<file path="config.mk">
export PLATFORM = sky130hd
export DESIGN_NAME = alu_operand_fetch_flat
export DESIGN_NICKNAME = d
export VERILOG_FILES = /design/src/rtl/alu_operand_fetch_if.sv /design/src/rtl/alu_operand_fetch.sv /design/src/flat_wrapper.sv
export SDC_FILE = /design/constraint.sdc
export NUM_CORES = 1
export LEC_CHECK = 0
export CORE_MARGIN = 1.5
export CORE_UTILIZATION = 48
export CTS_CLUSTER_SIZE = 28
export DETAILED_ROUTE_END_ITERATION = 16
export PLACE_DENSITY = 0.83
export SLEW_MARGIN = 20
export SYNTH_ARGS = -nofsm -noshare
export SYNTH_HDL_FRONTEND = slang
export SYNTH_SLANG_ARGS = --single-unit
</file>
<file path="constraint.sdc">
create_clock -name clk -period 2.2 [get_ports clk]
set_input_delay 0.22 -clock clk [delete_from_list [all_inputs] [get_ports clk]]
set_output_delay 0.22 -clock clk [all_outputs]
set_load 0.05 [all_outputs]
</file>
<file path="src/rtl/alu_operand_fetch_if.sv">
// Operand-fetch command, register-file read port and ALU operand handshake.
// The slave modport is the fetch unit; the master modport is its environment.
interface alu_operand_fetch_if #(
    parameter int DATA_W  = 16,
    parameter int RADDR_W = 3
);
    logic               start;
    logic [RADDR_W-1:0] rn;
    logic [RADDR_W-1:0] rm;
    logic [1:0]         shift;
    logic               bsel_imm;
    logic               asel_zero;
    logic [DATA_W-1:0]  imm;
    logic [RADDR_W-1:0] rf_raddr;
    logic [DATA_W-1:0]  rf_rdata;
    logic [DATA_W-1:0]  val_A;
    logic [DATA_W-1:0]  val_B;
    logic               op_valid;
    logic               op_ready;
    logic               busy;

    modport slave (
        input  start, rn, rm, shift, bsel_imm, asel_zero, imm, rf_rdata, op_ready,
        output rf_raddr, val_A, val_B, op_valid, busy
    );

    modport master (
        output start, rn, rm, shift, bsel_imm, asel_zero, imm, rf_rdata, op_ready,
        input  rf_raddr, val_A, val_B, op_valid, busy
    );
endinterface

</file>
<file path="src/rtl/alu_operand_fetch.sv">
// Fetches Rn/Rm over one sync register-file read port, shifts B or substitutes imm.
// Latency start->op_valid: 4 cycles (two reads), 3 (one read), 1 (no reads).
// Operands held stable under op_valid until op_ready; start while busy is dropped.
module alu_operand_fetch #(
    parameter int DATA_W  = 16,
    parameter int RADDR_W = 3
) (
    input  logic          clk,
    input  logic          reset_n,
    alu_operand_fetch_if.slave bus
);

    typedef enum logic [2:0] {
        IDLE    = 3'd0,
        FETCH_A = 3'd1,
        CAP_A   = 3'd2,
        FETCH_B = 3'd3,
        CAP_B   = 3'd4,
        OUT     = 3'd5
    } state_t;

    typedef struct packed {
        logic [RADDR_W-1:0] rn;
        logic [RADDR_W-1:0] rm;
        logic [1:0]         shift;
        logic               bsel_imm;
        logic [DATA_W-1:0]  imm;
    } cmd_t;

    state_t             state_q, state_nxt;
    cmd_t               cmd_q;
    logic               cmd_cap;
    logic [DATA_W-1:0]  val_a_q, val_b_q;
    logic               a_ld, b_ld;
    logic [DATA_W-1:0]  a_nxt, b_nxt;
    logic [RADDR_W-1:0] raddr;

    function automatic logic [DATA_W-1:0] shift1(input logic [DATA_W-1:0] x,
                                                 input logic [1:0]        s);
        logic [DATA_W-1:0] r;
        case (s)
            2'b01:   r = {x[DATA_W-2:0], 1'b0};
            2'b10:   r = {1'b0, x[DATA_W-1:1]};
            2'b11:   r = {x[DATA_W-1], x[DATA_W-1:1]};
            default: r = x;
        endcase
        return r;
    endfunction

    always_ff @(posedge clk or negedge reset_n) begin
        if (!reset_n) begin
            state_q <= IDLE;
            cmd_q   <= '0;
            val_a_q <= '0;
            val_b_q <= '0;
        end else begin
            state_q <= state_nxt;
            if (cmd_cap) begin
                cmd_q.rn       <= bus.rn;
                cmd_q.rm       <= bus.rm;
                cmd_q.shift    <= bus.shift;
                cmd_q.bsel_imm <= bus.bsel_imm;
                cmd_q.imm      <= bus.imm;
            end
            if (a_ld) val_a_q <= a_nxt;
            if (b_ld) val_b_q <= b_nxt;
        end
    end

    // Read data arrives one cycle after the address, so each CAP state
    // consumes the address presented in the state before it.
    always_comb begin
        state_nxt = state_q;
        cmd_cap   = 1'b0;
        raddr     = '0;
        a_ld      = 1'b0;
        a_nxt     = '0;
        b_ld      = 1'b0;
        b_nxt     = '0;
        case (state_q)
            IDLE: begin
                if (bus.start) begin
                    cmd_cap = 1'b1;
                    if (!bus.asel_zero) begin
                        state_nxt = FETCH_A;
                    end else if (!bus.bsel_imm) begin
                        state_nxt = FETCH_B;
                    end else begin
                        state_nxt = OUT;
                        a_ld      = 1'b1;
                        b_ld      = 1'b1;
                        b_nxt     = bus.imm;
                    end
                end
            end
            FETCH_A: begin
                raddr     = cmd_q.rn;
                state_nxt = CAP_A;
            end
            CAP_A: begin
                a_ld  = 1'b1;
                a_nxt = bus.rf_rdata;
                if (cmd_q.bsel_imm) begin
                    b_ld      = 1'b1;
                    b_nxt     = cmd_q.imm;
                    state_nxt = OUT;
                end else begin
                    raddr     = cmd_q.rm;
                    state_nxt = CAP_B;
                end
            end
            FETCH_B: begin
                raddr     = cmd_q.rm;
                a_ld      = 1'b1;
                state_nxt = CAP_B;
            end
            CAP_B: begin
                b_ld      = 1'b1;
                b_nxt     = shift1(bus.rf_rdata, cmd_q.shift);
                state_nxt = OUT;
            end
            OUT: begin
                if (bus.op_ready) state_nxt = IDLE;
            end
            default: state_nxt = IDLE;
        endcase
    end

    assign bus.rf_raddr = raddr;
    assign bus.val_A    = val_a_q;
    assign bus.val_B    = val_b_q;
    assign bus.op_valid = (state_q == OUT);
    assign bus.busy     = (state_q != IDLE);

endmodule

</file>
<file path="src/flat_wrapper.sv">
// flat-port wrapper written by rule: the top's interface ports become plain ports
module alu_operand_fetch_flat 
#(
    parameter int DATA_W  = 16,
    parameter int RADDR_W = 3
)
  (clk, reset_n, bus_start, bus_rn, bus_rm, bus_shift, bus_bsel_imm, bus_asel_zero, bus_imm, bus_rf_rdata, bus_op_ready, bus_rf_raddr, bus_val_A, bus_val_B, bus_op_valid, bus_busy);
  alu_operand_fetch_if #(.DATA_W(DATA_W), .RADDR_W(RADDR_W)) bus_i ();
  input  logic clk;
  input  logic reset_n;
  input wire logic [$bits(bus_i.start)-1:0] bus_start;
  input wire logic [$bits(bus_i.rn)-1:0] bus_rn;
  input wire logic [$bits(bus_i.rm)-1:0] bus_rm;
  input wire logic [$bits(bus_i.shift)-1:0] bus_shift;
  input wire logic [$bits(bus_i.bsel_imm)-1:0] bus_bsel_imm;
  input wire logic [$bits(bus_i.asel_zero)-1:0] bus_asel_zero;
  input wire logic [$bits(bus_i.imm)-1:0] bus_imm;
  input wire logic [$bits(bus_i.rf_rdata)-1:0] bus_rf_rdata;
  input wire logic [$bits(bus_i.op_ready)-1:0] bus_op_ready;
  output wire logic [$bits(bus_i.rf_raddr)-1:0] bus_rf_raddr;
  output wire logic [$bits(bus_i.val_A)-1:0] bus_val_A;
  output wire logic [$bits(bus_i.val_B)-1:0] bus_val_B;
  output wire logic [$bits(bus_i.op_valid)-1:0] bus_op_valid;
  output wire logic [$bits(bus_i.busy)-1:0] bus_busy;
  assign bus_i.start = bus_start;
  assign bus_i.rn = bus_rn;
  assign bus_i.rm = bus_rm;
  assign bus_i.shift = bus_shift;
  assign bus_i.bsel_imm = bus_bsel_imm;
  assign bus_i.asel_zero = bus_asel_zero;
  assign bus_i.imm = bus_imm;
  assign bus_i.rf_rdata = bus_rf_rdata;
  assign bus_i.op_ready = bus_op_ready;
  assign bus_rf_raddr = bus_i.rf_raddr;
  assign bus_val_A = bus_i.val_A;
  assign bus_val_B = bus_i.val_B;
  assign bus_op_valid = bus_i.op_valid;
  assign bus_busy = bus_i.busy;
  alu_operand_fetch #(.DATA_W(DATA_W), .RADDR_W(RADDR_W)) u_core (.clk(clk), .reset_n(reset_n), .bus(bus_i));
endmodule
</file>
==> impl_metrics.json, run 1 <==
{
  "floorplan_core_area_um2": 5890,
  "worst_setup_path_start_kind": "flop",
  "wire_length_of_the_first_global_routing_pass_um": 11800,
  "fin_tns_setup_ps": 0,
  "clkPwrFrac_pct": 15.9,
  "post_drt_wl_per_cell_um": 18.4,
  "hold_slack_ps": 462,
  "dr.pass1.iters": 4,
  "power_switching_uw": 3070,
  "ff2ff_setup_slack_ps": 230,
  "cts.sink_count": 60,
  "power.internal_uw": 3830,
  "io_buffers": 82,
  "ant_nets": 0,
  "vias": 2350,
  "reg2regPathDepth": 3,
  "gp_routability_congestion": 0.775,
  "io-pin-count": 83,
  "initial_antenna_violation_count": 0,
  "type_of_the_worst_setup_path": "reg2out",
  "cts_root_buffer": "clkbuf_8",
  "total_power_uw": 6900,
  "mostFrequentLayoutCells": "76 x clkdlybuf4s50_1, 60 x dfrtp_1, 25 x mux2_1",
  "slew_headroom_pct": 32.3,
  "floorplan.initialDensity_pct": 49.6,
  "final.fill_count": 457,
  "tightestPinTransition_ps": 1010,
  "cts_buffer_depth": 2,
  "post_cts_resize_count": 0,
  "clk_pin_slew_worst_paths_ps": 70,
  "place.detailed.hpwl_um": 5190,
  "cts_max_level": 3,
  "critical_path_required_ps": 1980,
  "overall_die_height_um": 81.0,
  "drc": 0,
  "cellLeakagePower_uw": 0.00173,
  "critical_path.max_stage_delay_ps": 460,
  "clock_insertion_delay_worst_skew_ps": 330,
  "cts_setup_buffers": 0,
  "ys.warnings.count": 0,
  "final_net_count": 367,
  "buffer_and_inverter_count_on_the_worst_path": 4,
  "area_growth_pct": 37.9,
  "cp.depth": 5,
  "globalRouteOverflowTotal": 0,
  "max_cap_violations": 0,
  "critical_path.reg2reg.startpoint": "u_core.state_q[0]",
  "postSynthCellCount": 235,
  "place_worst_setup_slack_ps": 46.1,
  "cts_hold_repair.buffers": 1,
  "post-route-min-period_ps": 2040,
  "die-area_um2": 6560,
  "num_rows": 28,
  "worst_setup_slack_final_ps": 162,
  "grt_use_total_pct": 24.2,
  "synth.cell_area_um2": 2920,
  "rsz0062_at_grt": "no",
  "antenna-diode-count": 0,
  "seqPwrFrac_pct": 31.3,
  "critPathMaxFanout": 11,
  "syn_nets": 281,
  "detail_route.vias_per_cell": 5.86,
  "wirelength_um": 7380,
  "ir_worst_vdd_v": 0.00106,
  "cp_cell_sequence": "buf_4, nor3_4, buf_4, inv_1, buf_4",
  "pwr_density_cell_nw_per_um2": 1710,
  "post_route_cells_drive_above_1_share_pct": 12.9,
  "placement.cell_area_um2": 3800,
  "power.share.switching_pct": 44.5,
  "setup_viol": 0,
  "crit_path_frequent_cell": "buf_4",
  "ys_seq_area_share_pct": 51.4,
  "final_max_slew_viol_count": 0,
  "layout.cells.most_common": "clkdlybuf4s50_1",
  "yosysUniqueCellTypes": 38,
  "maximum_clock_rate_mhz": 491,
  "tritoncts": "done",
  "run_status": "finished clean",
  "yosys_register_bits": 60,
  "worst_path_max_delay_cell": "dfrtp_1",
  "timing.final.hold_violations": 0,
  "syn-mean-instance-area_um2": 12.4,
  "initialDrtViolationCount": 139,
  "finalCritPeriodShare_pct": 92.6,
  "tritoncts.num_buffers": 9,
  "chipWidth_um": 81.0,
  "worstHoldPathType": "in2async",
  "arrival_ps": 1820,
  "finClkSkew_ps": 6.18,
  "crit_family": "buffers and inverters",
  "worst_r2r_endpoint": "u_core.bus.val_B[13]",
  "final_area_um2": 4030,
  "share_comb_of_total_power_pct": 52.8,
  "grt_max_degree": 34,
  "first_global_vias": 2369,
  "timing.critical_path.to_type": "output pin"
}
==> final cells by class <==
type	count	area, µm²	share of cell area, %
clock buffer	11	141	3.51
inverter	2	7.51	0.186
multi-input combinational	152	1280	31.9
timing repair buffer	96	923	22.9
tap	75	93.8	2.33
clock inverter	5	75.1	1.86
sequential	60	1500	37.3
==> Yosys cell counts (all sizes together) <==
library cell / count / area share, %
a2111oi: 1 / 0.30
a211o: 1 / 0.30
a211oi: 1 / 0.43
a21oi: 3 / 0.64
a221o: 15 / 5.1
a22o: 16 / 4.8
a22oi: 2 / 0.51
a31oi: 2 / 0.43
a32o: 15 / 5.1
a32oi: 1 / 0.30
and2: 2 / 0.43
and3: 1 / 0.21
and3b: 1 / 0.30
and4bb: 1 / 0.43
buf: 16 / 3.7
clkbuf: 5 / 0.64
dfrtp: 60 / 51
inv: 2 / 0.26
mux2: 27 / 10
mux2i: 15 / 5.1
nand2: 16 / 2.1
nand2b: 1 / 0.21
nand3: 2 / 0.34
nand3b: 2 / 0.51
nor2: 2 / 0.26
nor2b: 3 / 0.64
nor3: 2 / 0.73
nor3b: 3 / 1.3
o21ai: 16 / 2.7
o21bai: 1 / 0.26
==> worst register-to-register path, stage by stage, from the launching register on <==
cell and delay, ps:
dfrtp_1 470, and4bb_2 290, a211oi_2 840, a221o_1 300
==> sequential cells by signal, summed over array words and instances (netlist names) <==
register,count
u_core.cmd_q,25
u_core.bus.val_A,16
u_core.bus.val_B,16
u_core.state_q,3
==> worst max-delay path by stage <==
stage	startpoint	to	slack, ps
after floorplan	u_core.state_q[1]	bus_rf_raddr[2]	430
after global placement	bus_start	u_core.bus.val_B[3]	140
after detailed placement	bus_start	u_core.bus.val_B[11]	50
after CTS	u_core.state_q[2]	bus_busy	130
after global routing	u_core.state_q[0]	bus_busy	80
final	u_core.state_q[2]	bus_busy	160
==> layer usage <==
layer | vias to the layer above | global-route usage, % | part of all wire [%]
li1 | 1082 | - | -
met1 | 1172 | 33.0 | 43
met2 | 85 | 37.6 | 49
met3 | 11 | 5.84 | 6.8
met4 | 0 | 8.45 | 1.5
met5 | - | 0 | 0
==> power groups by stage <==
stage,Combinational (µW),Clock (µW),Sequential (µW)
after floorplan,1770,0,2890
after global placement,3570,0,2130
after detailed placement,3660,0,2150
after CTS,3680,1110,2150
after global routing,3870,1160,2230
final,3650,1100,2160
==> per-stage QoR <==
step / util, % / std cells
6_report: 68.4 / 401
5_1_grt: 68.4 / 401
4_1_cts: 68.4 / 401
3_5_place_dp: 64.6 / 384
3_3_place_gp: 64.6 / 384
2_1_floorplan: - / 235
==> cells by family (layout without fill, tap and decap cells) <==
group / after synthesis / count (layout) / share of synthesized area, %
compound gates: 74 / 74 / 21.0
flops: 60 / 60 / 51.4
buf+inv: 23 / 114 / 4.63
simple gates: 36 / 36 / 7.45
mux: 42 / 42 / 15.5
No activity file was read; power rests on OpenSTA's default activity.
==> run 2: changes to the inputs <==
CAP_MARGIN = 20   (was not set)
CORE_UTILIZATION = 51   (was 48)
PLACE_DENSITY = 0.88   (was 0.83)
clock period = 2.4 ns   (was 2.2 ns; I/O delays follow)
==> run 2 against run 1 <==
  * Core utilization up 4.0 points
  * Hold slack worse by 70 ps
  * Via count down 0.30%
  * First-iteration DRC count up 44%
  * Non-clock buffer count down 3
  * Clock-buffer cell count unchanged
  * Total power down 10%
  * Critical endpoint is now bus_rf_raddr[0]
  * Critical path type unchanged
  * Cell count down 1.5%
  * Global-route usage up 0.76 points
  * Clock power down 17%
==> impl_metrics.json, run 2 (synthesis gave the netlist of run 1 again) <==
{
  "tritoncts": "done",
  "critical_path.reg2reg.startpoint": "u_core.state_q[0]",
  "largest_register_ff_count": 25,
  "wirelength_um": 7240,
  "pwr_density_cell_nw_per_um2": 1560,
  "fin_tns_setup_ps": 0,
  "worst_setup_path_start_kind": "flop",
  "io-pin-count": 83,
  "overall_die_height_um": 78.7,
  "final_net_count": 364,
  "critPathMaxFanout": 9,
  "initialDrtViolationCount": 200,
  "setup_viol": 0,
  "multi_input_logic_area_um2": 1280,
  "type_of_the_worst_setup_path": "reg2out",
  "cts.sink_count": 60,
  "antenna-diode-count": 0,
  "clock_insertion_delay_worst_skew_ps": 340,
  "tightestPinTransition_ps": 1010,
  "vias": 2343,
  "grt_max_degree": 34,
  "dr.pass1.iters": 4,
  "globalRouteOverflowTotal": 0,
  "wire_length_of_the_first_global_routing_pass_um": 11700,
  "first_global_vias": 2275,
  "clk_pin_slew_worst_paths_ps": 70,
  "layout.cells.most_common": "clkdlybuf4s50_1",
  "slew_headroom_pct": 32.1,
  "place_worst_setup_slack_ps": 248,
  "post_drt_wl_per_cell_um": 18.3,
  "run_status": "finished clean",
  "final.fill_count": 377,
  "finClkSkew_ps": 9.67,
  "critical_path_required_ps": 2160,
  "detail_route.vias_per_cell": 5.93,
  "area_growth_pct": 36.4,
  "mostFrequentLayoutCells": "79 x clkdlybuf4s50_1, 60 x dfrtp_1, 25 x mux2_1",
  "floorplan.initialDensity_pct": 53.1,
  "maximum_clock_rate_mhz": 434,
  "timing.final.hold_violations": 0,
  "tritoncts.num_buffers": 9,
  "max_cap_violations": 0,
  "worst_r2r_endpoint": "u_core.bus.val_B[3]",
  "initial_antenna_violation_count": 0,
  "ff_latch_area_um2": 1500,
  "floorplan_core_area_um2": 5510,
  "place.detailed.hpwl_um": 5060,
  "rsz0062_at_grt": "no",
  "gp_routability_congestion": 0.894,
  "reg2regPathDepth": 4,
  "chipWidth_um": 78.7,
  "worst_setup_slack_final_ps": 93.3,
  "ant_nets": 0,
  "ff2ff_setup_slack_ps": 230,
  "largest-register": "u_core.cmd_q",
  "ir_worst_vdd_v": 0.000906,
  "io_buffers": 82,
  "cts_buffer_depth": 2,
  "grt_use_total_pct": 24.9,
  "cellLeakagePower_uw": 0.00172,
  "die-area_um2": 6190,
  "post-route-min-period_ps": 2310,
  "drc": 0,
  "num_rows": 27,
  "finalCritPeriodShare_pct": 96.1,
  "cts_root_buffer": "clkbuf_8",
  "cts_max_level": 3,
  "final_max_slew_viol_count": 0,
  "arrival_ps": 2070,
  "post_route_cells_drive_above_1_share_pct": 11.1,
  "worstHoldPathType": "in2async",
  "timing.critical_path.to_type": "output pin",
  "cts_setup_buffers": 0
}
==> run 2: changes by cell type in the layout (fill, tap and decap cells not counted), sizes merged <==
| cell | change |
|---|---|
| buf | -7 |
| clkinv | +1 |
| dlymetal6s2s | +1 |
| clkdlybuf4s50 | +3 |
| bufinv | -1 |
==> run 2: area by class of cell <==
class                   count  share of cell area (%)
well taps                  72                    2.26
flip-flops and latches     60                    37.7
multi-input cells         152                    32.2
clock inverters             5                    1.26
clock buffers              11                    3.80
repair buffers             93                    22.6
inverters                   2                   0.188
==> run 2: metal layers <==
metal / GRT usage, % / routed length (µm) / vias to the layer above
met1: 36.0 / 3340 / 1162
met4: 11.8 / 158 / 0
li1: - / - / 1079
met3: 5.35 / 435 / 15
met2: 35.6 / 3310 / 87
met5: 0 / 0 / -
==> run 2: what timing repair did <==
action | in CTS | in global routing
resized for setup | 0 | 1
endpoints found under the setup margin | 0 | 1
hold buffers | 1 | 0
endpoints found under the hold margin | 19 | 0
==> run 2: report_power, final <==
part / internal (µW) / switching [µW] / total [µW]
logic: 1360 / 1950 / 3310
registers: 1520 / 465 / 1980
clock network: 528 / 385 / 913
total: 3410 / 2800 / 6210
==> run 2: critical path, stage by stage, from the launching register on <==
cell and delay, ps:
dfrtp_1 490, nand2b_1 160, nand3_1 90, a21oi_1 170, clkdlybuf4s50_1 820
==> run 2: worst max-delay path by stage <==
stage	depth (start not counted)	end	slack, ps	start
after global placement	4	u_core.bus.val_B[8]	300	bus_start
after CTS	4	bus_rf_raddr[2]	50	u_core.state_q[1]
after global routing	4	bus_rf_raddr[0]	40	u_core.state_q[0]
after floorplan	4	bus_rf_raddr[2]	610	u_core.state_q[1]
after detailed placement	4	u_core.bus.val_B[3]	250	bus_start
final	4	bus_rf_raddr[0]	90	u_core.state_q[0]
==> run 2: per-stage QoR <==
step                      total power, µW  cells  util, %  hold slack (ps)  cell area (µm²)
after floorplan                      4270    235        -            -55.6             2920
after global placement               5190    378     68.5              211             3770
after detailed placement             5290    378     68.5              214             3770
after CTS                            6220    395     72.3              393             3980
after global routing                 6510    395     72.4              431             3990
final                                6210    395     72.4              392             3990
